--- src/rtl/psdsqrt_pkg.sv ---
// psdsqrt_pkg: shared state encoding and rounding-mode constants for the square-root unit
package psdsqrt_pkg;
    typedef enum logic [1:0] {IDLE, CALC, ROUND, DONE} state_t;
    typedef enum logic [1:0] {
        RND_TRUNC     = 2'd0,
        RND_HALF_UP   = 2'd1,
        RND_HALF_EVEN = 2'd2,
        RND_CEIL      = 2'd3
    } rnd_t;
endpackage

--- src/rtl/psdsqrt_if.sv ---
// psdsqrt_if: operand/result valid-ready bundle between producer, unit and consumer
interface psdsqrt_if #(parameter int NBITS = 32, parameter int FRAC = 4);
    logic in_valid, in_ready, out_valid, out_ready, exact, sat;
    logic [NBITS-1:0] xin;
    logic [1:0] mode;
    logic [NBITS/2-1:0] sqrt;
    logic [FRAC-1:0] frac;
    modport master (output in_valid, xin, mode, out_ready,
                    input in_ready, out_valid, sqrt, frac, exact, sat);
    modport slave (input in_valid, xin, mode, out_ready,
                   output in_ready, out_valid, sqrt, frac, exact, sat);
endinterface

--- src/rtl/psdsqrt_round.sv ---
// psdsqrt_round: rounds the fixed-point root to an integer and saturates on overflow
module psdsqrt_round import psdsqrt_pkg::*; #(
    parameter int NBITS = 32,
    parameter int FRAC = 4
) (
    input  logic [NBITS/2+FRAC-1:0] a,
    input  logic                    ex,
    input  rnd_t                    mode_q,
    output logic [NBITS/2-1:0]      sqrt,
    output logic                    sat
);
    localparam int H = NBITS/2;
    localparam logic [FRAC-1:0] HALF = FRAC'(1) << (FRAC-1);
    logic [H-1:0] i;
    logic [FRAC-1:0] f;
    logic inc;
    logic [H:0] sum;
    always_comb begin
        i = a[H+FRAC-1:FRAC];
        f = a[FRAC-1:0];
        inc = mode_q == RND_HALF_UP   ? f >= HALF :
              mode_q == RND_HALF_EVEN ? (f > HALF || (f == HALF && i[0])) :
              mode_q == RND_CEIL      ? (f != '0 || !ex) : 1'b0;
        sum = {1'b0, i} + {{H{1'b0}}, inc};
        sat = sum[H];
        sqrt = sat ? '1 : sum[H-1:0];
    end
endmodule

--- src/rtl/psdsqrt_seq.sv ---
// psdsqrt_seq: self-sequencing bit-serial square root, one root bit per cycle, with rounding
module psdsqrt_seq import psdsqrt_pkg::*; #(
    parameter int NBITS = 32,
    parameter int FRAC = 4
) (
    input logic clock,
    input logic reset,
    psdsqrt_if.slave bus
);
    localparam int W = NBITS + 2*FRAC;
    localparam int R = NBITS/2 + FRAC;
    state_t state;
    rnd_t mode_q;
    logic [W-1:0] reg_x, tt, aa;
    logic [R-1:0] a, b, t;
    logic [NBITS/2-1:0] sqrt_n;
    logic ex, sat_n;
    assign t = a | b;
    assign tt = W'(t) * W'(t);
    assign aa = W'(a) * W'(a);
    assign ex = reg_x == aa;
    assign bus.in_ready = state == IDLE;
    psdsqrt_round #(.NBITS(NBITS), .FRAC(FRAC)) u_round (
        .a(a), .ex(ex), .mode_q(mode_q), .sqrt(sqrt_n), .sat(sat_n)
    );
    always_ff @(posedge clock) begin
        if (!reset) begin
            state <= IDLE;
            mode_q <= RND_TRUNC;
            reg_x <= '0;
            a <= '0;
            b <= '0;
            bus.out_valid <= 1'b0;
            bus.sqrt <= '0;
            bus.frac <= '0;
            bus.exact <= 1'b0;
            bus.sat <= 1'b0;
        end else begin
            case (state)
                IDLE: if (bus.in_valid) begin
                    reg_x <= {bus.xin, {2*FRAC{1'b0}}};
                    mode_q <= rnd_t'(bus.mode);
                    a <= '0;
                    b <= R'(1) << (R-1);
                    state <= CALC;
                end
                CALC: begin
                    if (reg_x >= tt) a <= t;
                    b <= b >> 1;
                    if (b[0]) state <= ROUND;
                end
                ROUND: begin
                    bus.sqrt <= sqrt_n;
                    bus.frac <= a[FRAC-1:0];
                    bus.exact <= ex;
                    bus.sat <= sat_n;
                    bus.out_valid <= 1'b1;
                    state <= DONE;
                end
                DONE: if (bus.out_ready) begin
                    bus.out_valid <= 1'b0;
                    state <= IDLE;
                end
            endcase
        end
    end
endmodule

--- src/flat_wrapper.sv ---
// flat-port wrapper written by rule: the top's interface ports become plain ports
module psdsqrt_seq_flat import psdsqrt_pkg::*;
#(
    parameter int NBITS = 32,
    parameter int FRAC = 4
)
  (clock, reset, bus_in_valid, bus_xin, bus_mode, bus_out_ready, bus_in_ready, bus_out_valid, bus_sqrt, bus_frac, bus_exact, bus_sat);
  psdsqrt_if #(.NBITS(NBITS), .FRAC(FRAC)) bus_i ();
  input logic clock;
  input logic reset;
  input wire logic [$bits(bus_i.in_valid)-1:0] bus_in_valid;
  input wire logic [$bits(bus_i.xin)-1:0] bus_xin;
  input wire logic [$bits(bus_i.mode)-1:0] bus_mode;
  input wire logic [$bits(bus_i.out_ready)-1:0] bus_out_ready;
  output wire logic [$bits(bus_i.in_ready)-1:0] bus_in_ready;
  output wire logic [$bits(bus_i.out_valid)-1:0] bus_out_valid;
  output wire logic [$bits(bus_i.sqrt)-1:0] bus_sqrt;
  output wire logic [$bits(bus_i.frac)-1:0] bus_frac;
  output wire logic [$bits(bus_i.exact)-1:0] bus_exact;
  output wire logic [$bits(bus_i.sat)-1:0] bus_sat;
  assign bus_i.in_valid = bus_in_valid;
  assign bus_i.xin = bus_xin;
  assign bus_i.mode = bus_mode;
  assign bus_i.out_ready = bus_out_ready;
  assign bus_in_ready = bus_i.in_ready;
  assign bus_out_valid = bus_i.out_valid;
  assign bus_sqrt = bus_i.sqrt;
  assign bus_frac = bus_i.frac;
  assign bus_exact = bus_i.exact;
  assign bus_sat = bus_i.sat;
  psdsqrt_seq #(.NBITS(NBITS), .FRAC(FRAC)) u_core (.clock(clock), .reset(reset), .bus(bus_i));
endmodule
--- config.mk ---
export PLATFORM = sky130hd
export DESIGN_NAME = psdsqrt_seq_flat
export DESIGN_NICKNAME = d
export VERILOG_FILES = /design/src/rtl/psdsqrt_pkg.sv /design/src/rtl/psdsqrt_if.sv /design/src/rtl/psdsqrt_round.sv /design/src/rtl/psdsqrt_seq.sv /design/src/flat_wrapper.sv
export SDC_FILE = /design/constraint.sdc
export NUM_CORES = 2
export LEC_CHECK = 0
export CELL_PAD_IN_SITES_DETAIL_PLACEMENT = 2
export CELL_PAD_IN_SITES_GLOBAL_PLACEMENT = 2
export CORE_MARGIN = 2
export CORE_UTILIZATION = 42
export CTS_CLUSTER_DIAMETER = 120
export DETAILED_ROUTE_END_ITERATION = 10
export GPL_ROUTABILITY_DRIVEN = 1
export HOLD_SLACK_MARGIN = 0.15
export PLACE_DENSITY_LB_ADDON = 0.15
export SLEW_MARGIN = 20
export SYNTH_ARGS = -nofsm -noshare
export SYNTH_HDL_FRONTEND = slang
export SYNTH_HIERARCHICAL = 1
export SYNTH_SLANG_ARGS = --single-unit
--- constraint.sdc ---
create_clock -name clock -period 12.8 [get_ports clock]
set_input_delay 3.2 -clock clock [delete_from_list [all_inputs] [get_ports clock]]
set_output_delay 3.2 -clock clock [all_outputs]
set_load 0.02 [all_outputs]
==> results.sh <==
export IMPL_status="finished, final reports clean"
export IMPL_synthesis_instances=3291
export IMPL_detail_route_wl_per_cell_um=25.37
export IMPL_synth_seq_cells=99
export IMPL_cts_root_buf="sky130_fd_sc_hd__clkbuf_16"
export IMPL_cts_num_sinks=99
export IMPL_slew_limit_headroom=0.2559
export IMPL_cap_viol_max_count=0
export IMPL_buffer_count_from_post_cts_setup_fixing=0
export IMPL_critPathRequiredTime_ns=13.11
export IMPL_worst_slack_ns=2.001
export IMPL_number_of_cell_rows=96
export IMPL_drive_gt1_frac=0.03900
export IMPL_synthesis_yosys_warnings=6
export IMPL_wl_um=105600
export IMPL_timing_fmax_ghz=0.09260
export IMPL_dpl_worst_slack_ns=2.074
export IMPL_sequential_element_share_of_the_synthesized_area=0.06828
export IMPL_synth_enable_flop_cells=0
export IMPL_critPathMaxFanout=35
export IMPL_setup_tns_ns=0
export IMPL_cts_hold_buf=0
export IMPL_globalRouteTotalUtil=0.3074
export IMPL_cts_root_to_sink_buffers=2
export IMPL_finalNetCount=4200
export IMPL_worst_supply_voltage_drop_on_vdd_mv=0.05799
export IMPL_core_area_mm2=0.06847
export IMPL_worst_path_most_repeated_cell="sky130_fd_sc_hd__fa_1"
export IMPL_die_height_um=266.9
export IMPL_pin_count=62
export IMPL_critPathKind="reg2reg"
export IMPL_post_route_min_period_ns=10.80
export IMPL_clk_latency_ns=0.40
export IMPL_cts_clk_slew_worst_paths_ns=0.10
export IMPL_globalRouteOverflowTotal=0
export IMPL_place_port_buffers=61
export IMPL_cts_h_tree_depth=3
export IMPL_initialDrtViolationCount=1030
export IMPL_route_vias_total=23012
export IMPL_slew_violations=0
export IMPL_synth_fp_nets=4214
export IMPL_worstMarginPinSlew_ns=1.116
export IMPL_area_of_the_die_mm2=0.07122
export IMPL_powerDensity_mw_per_mm2=40.25
export IMPL_period_utilization=0.8436
export IMPL_routability_driven_placement_congestion_ratio=0.9083
export IMPL_critPathArrivalTime_ns=11.10
export IMPL_grt_setup_unrepaired="no"
export IMPL_drc=0
export IMPL_initial_antenna_violation_count=3
export IMPL_grt_max_degree=101
export IMPL_crit_path_max_incr_delay_ns=0.66
export IMPL_viasPerCell=5.526
export IMPL_tritoncts="done"
export IMPL_cpMaxStageDelayCell="sky130_fd_sc_hd__dfxtp_1"
export IMPL_firstDrtPassIters=6
export IMPL_antenna_left=0
export IMPL_yosysMostFrequentCell="sky130_fd_sc_hd__inv_1"
export IMPL_cts_resizes=0
export IMPL_antennaDiodeCount=0
export IMPL_fin_worst_skew_ns=0.02193
export IMPL_cp_start_kind="flip-flop"
export IMPL_timing_final_hold_violations=0
export IMPL_post_synth_most_frequent_cells="sky130_fd_sc_hd__inv_1 (705), sky130_fd_sc_hd__fa_1 (560), sky130_fd_sc_hd__ha_1 (325), sky130_fd_sc_hd__nand2_1 (316), sky130_fd_sc_hd__nor2_1 (209)"
export IMPL_synth_flop_cell="sky130_fd_sc_hd__dfxtp_1"
export IMPL_grt_first_pass_wirelength_um=165400
export IMPL_total_cts_buffers=9
export IMPL_post_synth_num_cell_types=85
export IMPL_floorplan_die_width_um=266.9
export IMPL_worstSetupEndpointType="flip-flop"
export IMPL_initial_utilization=0.4239
export IMPL_post_synth_instance_area_mm2=0.02902
export IMPL_via_count_of_the_first_global_routing_pass=27579
export IMPL_dp_hpwl_um=88460
export IMPL_timing_hold_worst_class="reg2reg"
export IMPL_yosys_top_cells_area="sky130_fd_sc_hd__fa_1 (39%), sky130_fd_sc_hd__ha_1 (14%), sky130_fd_sc_hd__inv_1 (9.1%), sky130_fd_sc_hd__dfxtp_1 (6.8%), sky130_fd_sc_hd__nand2_1 (4.1%)"
export IMPL_p_leak_nw=15.67
export IMPL_synth_top_cell_by_area="sky130_fd_sc_hd__fa_1"
export IMPL_yosysTopAreaCellShare=0.3863
export IMPL_report_final_setup_viol=0
export IMPL_syn_mean_instance_area_um2=8.819
export IMPL_synth_async_reset_ratio=0
export IMPL_area_growth_synth_to_final_pct=6.302
==> state kept, by name, indices dropped and copies added, names as in the netlist <==
signal and cells:
u_core/a 20, u_core/mode_q 2, u_core/bus.frac 4, u_core/bus.sat 1, u_core/bus.exact 1, u_core/bus.out_valid 1
u_core/state 2, u_core/b 20, u_core/bus.sqrt 16, u_core/reg_x 32
==> final cells by class <==
| cell class | instances | area [um^2] |
|---|---|---|
| inverters | 710 | 2665 |
| flip-flops and latches | 99 | 1983 |
| fillers | 7484 | 37610 |
| clock buffers | 9 | 225.2 |
| clock inverters | 7 | 86.33 |
| multi-input cells | 2355 | 23880 |
| well taps | 882 | 1104 |
| repair buffers | 102 | 913.4 |
==> final timing paths <==
| check | slack (ns) | start | cells past startpoint | endpoint |
|---|---|---|---|---|
| max | 2.00 | u_core/a[10] | 31 | u_core/a[6] |
| min | 0.51 | u_core/a[9] | 2 | u_core/a[9] |
| max reg2reg | 2.00 | u_core/a[10] | 31 | u_core/a[6] |
| min reg2reg | 0.51 | u_core/a[9] | 2 | u_core/a[9] |
==> metal layers <==
layer | GRT usage | vias up | routed length [um]
met3 | 0.02362 | 150 | 2956
met5 | 0 | - | 0
met2 | 0.5654 | 408 | 55180
met1 | 0.3826 | 12252 | 44190
met4 | 0.09217 | 0 | 3319
li1 | - | 10202 | -
==> per-stage QoR <==
stage	instances	area, um^2	utilization	hold slack (ns)	total power, mW
floorplan	3291	29020	-	0.4432	0.6965
global placement	4148	30540	0.4460	0.4609	0.9044
detailed placement	4148	30540	0.4461	0.5028	0.9244
CTS	4164	30850	0.4506	0.5172	1.250
global route	4164	30850	0.4506	0.5515	1.307
finish	4164	30850	0.4506	0.5142	1.242
==> kinds of logic after synthesis <==
family	after synthesis	synth area share
buf+inv	837	0.1096
simple gates	926	0.1555
mux	37	0.01293
compound gates	401	0.09527
xor+xnor	105	0.03169
fa+ha+maj	886	0.5267
flops	99	0.06828
==> placed cells by master (no fill, tap or decap), types with 5 or more instances in the layout <==
cell type / synthesis / routed
sky130_fd_sc_hd__a211o_1: 6 / 6
sky130_fd_sc_hd__a211oi_1: 17 / 17
sky130_fd_sc_hd__a21boi_0: 52 / 51
sky130_fd_sc_hd__a21o_1: 48 / 48
sky130_fd_sc_hd__a21oi_1: 94 / 93
sky130_fd_sc_hd__a22oi_1: 21 / 21
sky130_fd_sc_hd__a31oi_1: 9 / 9
sky130_fd_sc_hd__and2_1: 159 / 159
sky130_fd_sc_hd__and3_1: 8 / 8
sky130_fd_sc_hd__buf_4: 4 / 41
sky130_fd_sc_hd__clkbuf_16: 0 / 9
sky130_fd_sc_hd__clkdlybuf4s50_1: 0 / 60
sky130_fd_sc_hd__dfxtp_1: 99 / 98
sky130_fd_sc_hd__fa_1: 560 / 560
sky130_fd_sc_hd__ha_1: 325 / 325
sky130_fd_sc_hd__inv_1: 705 / 705
sky130_fd_sc_hd__mux2i_1: 33 / 33
sky130_fd_sc_hd__nand2_1: 316 / 316
sky130_fd_sc_hd__nand2b_1: 12 / 12
sky130_fd_sc_hd__nand3_1: 30 / 30
sky130_fd_sc_hd__nand4_1: 34 / 34
sky130_fd_sc_hd__nor2_1: 209 / 206
sky130_fd_sc_hd__nor2b_1: 54 / 54
sky130_fd_sc_hd__nor3_1: 28 / 28
sky130_fd_sc_hd__nor4_1: 15 / 15
sky130_fd_sc_hd__o2111ai_1: 5 / 5
sky130_fd_sc_hd__o211ai_1: 13 / 13
sky130_fd_sc_hd__o21a_1: 10 / 10
sky130_fd_sc_hd__o21ai_0: 47 / 47
sky130_fd_sc_hd__o21ai_1: 8 / 8
sky130_fd_sc_hd__o21bai_1: 12 / 12
sky130_fd_sc_hd__or2_2: 18 / 18
sky130_fd_sc_hd__or3b_2: 15 / 15
sky130_fd_sc_hd__or4_1: 6 / 6
sky130_fd_sc_hd__xnor2_1: 61 / 61
sky130_fd_sc_hd__xor2_1: 44 / 44
==> where the power goes <==
| part | internal (mW) | switching [mW] |
|---|---|---|
| Clock | 0.142 | 0.175 |
| Combinational | 0.189 | 0.339 |
| Sequential | 0.335 | 0.0610 |
==> worst max-delay path: cells and delay by family (launching register included) <==
family	cells	cell delay [ns]
AND/OR/NAND/NOR	7	2.77
AO/OA/AOI/OAI	11	2.15
flip-flops	1	0.66
buffers and inverters	4	0.93
adder cells (fa/ha/maj)	9	4.16
No activity file was read; power rests on OpenSTA's default activity.
